$ cat config.mk
export PLATFORM = sky130hd
export DESIGN_NAME = fpcvt_seq_ctrl
export DESIGN_NICKNAME = d
export VERILOG_FILES = /design/src/rtl/fpcvt_pkg.sv /design/src/rtl/rounder.sv /design/src/rtl/fpcvt_seq_ctrl.sv
export SDC_FILE = /design/constraint.sdc
export NUM_CORES = 1
export LEC_CHECK = 0
export ABC_AREA = 1
export BUFFER_PORTS_ARGS = -buffer_cell sky130_fd_sc_hd__buf_2
export CAP_MARGIN = 20
export CORE_ASPECT_RATIO = 1.4
export CORE_MARGIN = 1
export CORE_UTILIZATION = 40
export CTS_CLUSTER_DIAMETER = 60
export CTS_CLUSTER_SIZE = 24
export DETAILED_ROUTE_END_ITERATION = 12
export PLACE_DENSITY = 0.61
export REMOVE_ABC_BUFFERS = 1
export SLEW_MARGIN = 20
export SYNTH_ARGS = -nofsm -noshare
export SYNTH_HDL_FRONTEND = slang
export SYNTH_HIERARCHICAL = 1
export SYNTH_SLANG_ARGS = --single-unit
$ cat constraint.sdc
create_clock -name clk -period 3.4 [get_ports clk]
set_input_delay 0.34 -clock clk [delete_from_list [all_inputs] [get_ports clk]]
set_output_delay 0.34 -clock clk [all_outputs]
set_load 0.005 [all_outputs]
$ cat src/rtl/fpcvt_pkg.sv
`default_nettype none
// +--------------------------------------------------------------------------+
// | fpcvt_pkg : shared widths, state encoding and constants for fpcvt blocks  |
// | Revision  : 1.0                                                           |
// +--------------------------------------------------------------------------+
package fpcvt_pkg;

  localparam int FPCVT_D_W = 12;
  localparam int FPCVT_E_W = 3;
  localparam int FPCVT_F_W = 5;

  // Largest exponent; also the initial normalisation exponent.
  localparam logic [FPCVT_E_W-1:0] E_MAX = '1;

  typedef enum logic [2:0] {
    IDLE  = 3'd0,
    ABS   = 3'd1,
    NORM  = 3'd2,
    ROUND = 3'd3,
    DONE  = 3'd4
  } state_t;

endpackage
`default_nettype wire

$ cat src/rtl/rounder.sv
`default_nettype none
// +--------------------------------------------------------------------------+
// | rounder : round-half-up of a truncated significand using the sixth bit   |
// | Revision : 1.0                                                            |
// +--------------------------------------------------------------------------+
module rounder #(
  parameter int E_W = 3,
  parameter int F_W = 5
) (
  input  logic [E_W-1:0] E_in,
  input  logic [F_W-1:0] F_in,
  input  logic           Sixth,
  output logic [E_W-1:0] E_out,
  output logic [F_W-1:0] F_out
);

  logic [F_W:0] w_sum;

  always_comb begin
    w_sum = {1'b0, F_in} + {{F_W{1'b0}}, Sixth};
    // A carry out renormalises: significand becomes 100..0 and exponent steps up.
    if (w_sum[F_W]) begin
      F_out = {1'b1, {(F_W-1){1'b0}}};
      E_out = E_in + 1'b1;
    end else begin
      F_out = w_sum[F_W-1:0];
      E_out = E_in;
    end
  end

endmodule
`default_nettype wire

$ cat src/rtl/fpcvt_seq_ctrl.sv
`default_nettype none
// +--------------------------------------------------------------------------+
// | fpcvt_seq_ctrl : sequential two's-complement to {S,E,F} float converter  |
// | Revision       : 1.0                                                      |
// +--------------------------------------------------------------------------+
module fpcvt_seq_ctrl
  import fpcvt_pkg::*;
#(
  parameter int D_W = FPCVT_D_W,
  parameter int E_W = FPCVT_E_W,
  parameter int F_W = FPCVT_F_W
) (
  input  logic           clk,
  input  logic           rst_n,
  input  logic           clear,
  input  logic           in_valid,
  output logic           in_ready,
  input  logic [D_W-1:0] D,
  output logic           out_valid,
  input  logic           out_ready,
  output logic           S,
  output logic [E_W-1:0] E,
  output logic [F_W-1:0] F,
  output logic           busy
);

  localparam logic [E_W-1:0] C_E_MAX  = '1;
  localparam logic [F_W-1:0] C_F_ONES = '1;
  localparam logic [D_W-1:0] C_D_MIN  = {1'b1, {(D_W-1){1'b0}}};
  localparam logic [D_W-1:0] C_D_MAX  = {1'b0, {(D_W-1){1'b1}}};

  state_t         r_state;
  logic [D_W-1:0] r_d;
  logic [D_W-1:0] r_mag;
  logic [E_W-1:0] r_e;

  logic [D_W-1:0] w_abs;
  logic [F_W-1:0] w_f_in;
  logic           w_sixth;
  logic [E_W-1:0] w_e_out;
  logic [F_W-1:0] w_f_out;
  logic           w_sat;

  // The most negative word has no positive twin, so it clamps to the largest magnitude.
  assign w_abs = !r_d[D_W-1] ? r_d :
                 (r_d == C_D_MIN) ? C_D_MAX : (~r_d + 1'b1);

  assign w_f_in  = r_mag[D_W-1 -: F_W];
  assign w_sixth = r_mag[D_W-1-F_W];
  assign w_sat   = (r_e == C_E_MAX) && (w_f_in == C_F_ONES) && w_sixth;

  assign in_ready = (r_state == IDLE);
  assign busy     = (r_state != IDLE);

  rounder #(
    .E_W (E_W),
    .F_W (F_W)
  ) u_rounder (
    .E_in  (r_e),
    .F_in  (w_f_in),
    .Sixth (w_sixth),
    .E_out (w_e_out),
    .F_out (w_f_out)
  );

  always_ff @(posedge clk or negedge rst_n) begin
    if (!rst_n) begin
      r_state   <= IDLE;
      r_d       <= '0;
      r_mag     <= '0;
      r_e       <= '0;
      out_valid <= 1'b0;
      S         <= 1'b0;
      E         <= '0;
      F         <= '0;
    end else if (clear) begin
      r_state   <= IDLE;
      out_valid <= 1'b0;
    end else begin
      case (r_state)
        IDLE: begin
          if (in_valid) begin
            r_d     <= D;
            r_state <= ABS;
          end
        end
        ABS: begin
          S       <= r_d[D_W-1];
          r_mag   <= w_abs;
          r_e     <= C_E_MAX;
          r_state <= NORM;
        end
        NORM: begin
          if (!r_mag[D_W-1] && (r_e != '0)) begin
            r_mag <= r_mag << 1;
            r_e   <= r_e - 1'b1;
          end else begin
            r_state <= ROUND;
          end
        end
        ROUND: begin
          // Rounding up at the top exponent would wrap; clamp to the largest value instead.
          if (w_sat) begin
            E <= C_E_MAX;
            F <= C_F_ONES;
          end else begin
            E <= w_e_out;
            F <= w_f_out;
          end
          out_valid <= 1'b1;
          r_state   <= DONE;
        end
        DONE: begin
          if (out_ready) begin
            out_valid <= 1'b0;
            r_state   <= IDLE;
          end
        end
        default: begin
          r_state   <= IDLE;
          out_valid <= 1'b0;
        end
      endcase
    end
  end

endmodule
`default_nettype wire

==> qor.tcl <==
set qor(asyncSetResetFlopFracSynth) 1.00
set qor(dr.first_iter.drc_count) 86
set qor(synth_top_flop_cell) {dfrtp_1}
set qor(count_of_cells_resized_by_post_cts_repair) 0
set qor(tns_ns) 0
set qor(final_period_minus_worst_setup_slack_ns) 1.80
set qor(route.detailed.wl_per_inst_um) 11.6
set qor(clkSinkCount) 40
set qor(clock_insertion_delay_worst_skew_ns) 0.29
set qor(io_pins) 29
set qor(port_buffers) 28
set qor(area_of_the_core_region_um2) 5570
set qor(globalRouteMet2Util) 0.301
set qor(synth.cell_area_um2) 2330
set qor(synthTopCellsByArea) {dfrtp_1, nand2_1, nor2_1}
set qor(synth_area_leader_cell) {dfrtp_1}
set qor(p_leak_nw) 1.40
set qor(area_share_of_fa_ha_maj_cells_after_synthesis) 0.0429
set qor(netlist_instances) 318
set qor(number_of_nets_with_antenna_violations_after_detailed_routing) 0
set qor(maxSlewViolCount) 0
set qor(synth_compound_area_frac) 0.100
set qor(hold_class) {in -> async}
set qor(layout_common_cells) {nand2_1, nor2_1, inv_1, dfrtp_1, buf_2}
set qor(ctsLongestPathBuffers) 2
set qor(finalWirelength_um) 4830
set qor(timing.critical_path.required_ns) 3.58
set qor(post-cts-setup-buffers) 0
set qor(relSlewSlack) 0.398
set qor(maximum_clock_rate_ghz) 0.555
set qor(vias_per_cell) 4.85
set qor(total_clock_buffers_created_by_cts) 5
set qor(drc) 0
set qor(floorplan.initialDensity) 0.419
set qor(root_buffer) {clkbuf_8}
set qor(via_count_of_the_first_global_routing_pass) 1834
set qor(antenna_cells_inserted) 0
set qor(finalCritPeriodShare) 0.530
set qor(gr-usage-met1) 0.208
set qor(timing.critical_path.to_type) {flop}
set qor(timing.critical_path.from_type) {flop}
set qor(seq_area_frac_synth) 0.429
set qor(firstDrtPassIters) 4
set qor(floorplan.die.height_um) 92.4
set qor(post_cts_hold_buffer_count) 0
set qor(yosysTopAreaCellShare) 0.429
set qor(power.density_nw_per_um2) 740
set qor(clock_tree.htree_level_count) 2
set qor(worst_pin_slew_ns) 0.904
set qor(p_total_mw) 1.95
set qor(layout-drive-gt1-share) 0.147
set qor(reg2reg_slack_ns) 1.60
set qor(number_of_max_cap_violations) 0
set qor(count_of_final_setup_violators) 0
set qor(fin_nets) 372
set qor(post_synth_xor_area_fraction) 0.0150
set qor(mux_cell_area_share_after_synthesis) 0.00966
set qor(maximum_number_of_pins_on_one_net_before_global_route_repair) 41
set qor(worst_ep_arrival_time_ns) 1.99
set qor(area_growth_syn_to_layout_pct) 12.7
set qor(floorplan.die_area_um2) 6140
set qor(grt_util_met3) 0.0369
set qor(peakVddDrop_uv) 284
set qor(finalWeightedCongestion) 0.825
set qor(routed-via-count) 2019
set qor(simple_gate_fraction_of_synth_area) 0.315
set qor(grt_antenna_before_repair) 0
set qor(grtUsageTotal) 0.173
set qor(core.rowCount) 32
set qor(main_combinational_cell_family_by_area_after_synthesis) {simple AND/OR/NAND/NOR gates}
set qor(die_x_um) 66.5
set qor(detailed_placement_wirelength_estimate_um) 3540
set qor(synth_seq_cells) 40
set qor(grt_setup_unrepaired) {no}
set qor(skew_ns) 0.00867
set qor(final_hold_viol_count) 0
set qor(outcome) {completed}
set qor(cts.clk_slew.worst_paths_ns) 0.09
set qor(synth_edf_count) 0
set qor(wire_length_of_the_first_global_routing_pass_um) 8070
set qor(timing.critical_path.fanout_max) 22
set qor(synth.distinct_cells) 27
set qor(cts_tree) {built}
set qor(worst-r2r-cell-count) 3
set qor(grt_most_used_layer) {met2}
set qor(ys_warnings) 6
set qor(grt_overflow_total) 0
set qor(critPathKind) {reg -> reg}
set qor(mostFrequentLayoutCell) {nand2_1}
set qor(syn_area_per_cell_um2) 7.33
[final timing paths]
kind | endpoint | start
worst max-delay path | r_d[4] | r_state[0]
worst min-delay path | r_mag[2] | rst_n
worst max register to register | r_d[4] | r_state[0]
worst min register to register | r_mag[3] | r_mag[3]
max in group asynchronous | r_d[5] | rst_n
min in group clk | r_d[2] | D[2]
[per-stage QoR]
stage          instance area (µm²)  setup slack, ns  hold slack [ns]  cells  utilization
2_1_floorplan                 2290             1.87           0.0444    312            -
3_3_place_gp                  2520             1.57            0.455    408        0.452
3_5_place_dp                  2520             1.54            0.468    408        0.452
4_1_cts                       2630             1.56            0.208    416        0.472
5_1_grt                       2630             1.42            0.246    416        0.472
6_report                      2630             1.60            0.175    416        0.472
[layout make-up]
type                    instances  area, µm²
fillers                       578       2940
multi-input cells             228       1130
flip-flops and latches         40       1000
inverters                      44        165
repair buffers                 28        140
well taps                      68       85.1
clock buffers                   5       68.8
clock inverters                 3       42.5
[metal layers]
layer	vias up	part of all wire
met5	-	0
met4	0	0.0077
met3	4	0.033
met2	45	0.52
met1	919	0.44
li1	1051	-
[logic make-up after synthesis]
kind of cell               count (synthesis)
DFF                                       40
xor gates and xnor gates                   4
buffers and inverters                     50
adders and majority gates                  8
muxes                                      2
and+or+nand+nor                          172
AOI/OAI and AO/OA                         42
[synthesized netlist by cell type (all sizes together), types with 3 or more instances]
cell type,n
a21oi,28
buf,4
dfrtp,40
ha,8
inv,44
nand2,80
nand3,29
nor2,56
nor3,4
o21ai,9
o21bai,3
xnor2,3
[critical path: stages, from the launching register on]
cell and delay (ns):
dfrtp_1 0.43, nor2_1 0.19, nand3_1 0.57, mux2_2 0.49
[power by group]
group	internal (mW)	leakage, nW	switching (mW)	total (mW)
logic	0.299	0.886	0.420	0.719
clock network	0.217	0.0541	0.171	0.388
registers	0.663	0.464	0.174	0.838
[registers in the layout, summed over array words and instances (netlist names)]
register,cells
out_valid,1
E,3
F,5
r_e,3
r_mag,12
S,1
r_d,12
r_state,3
Note: power is estimated with default switching activity, not from simulation.
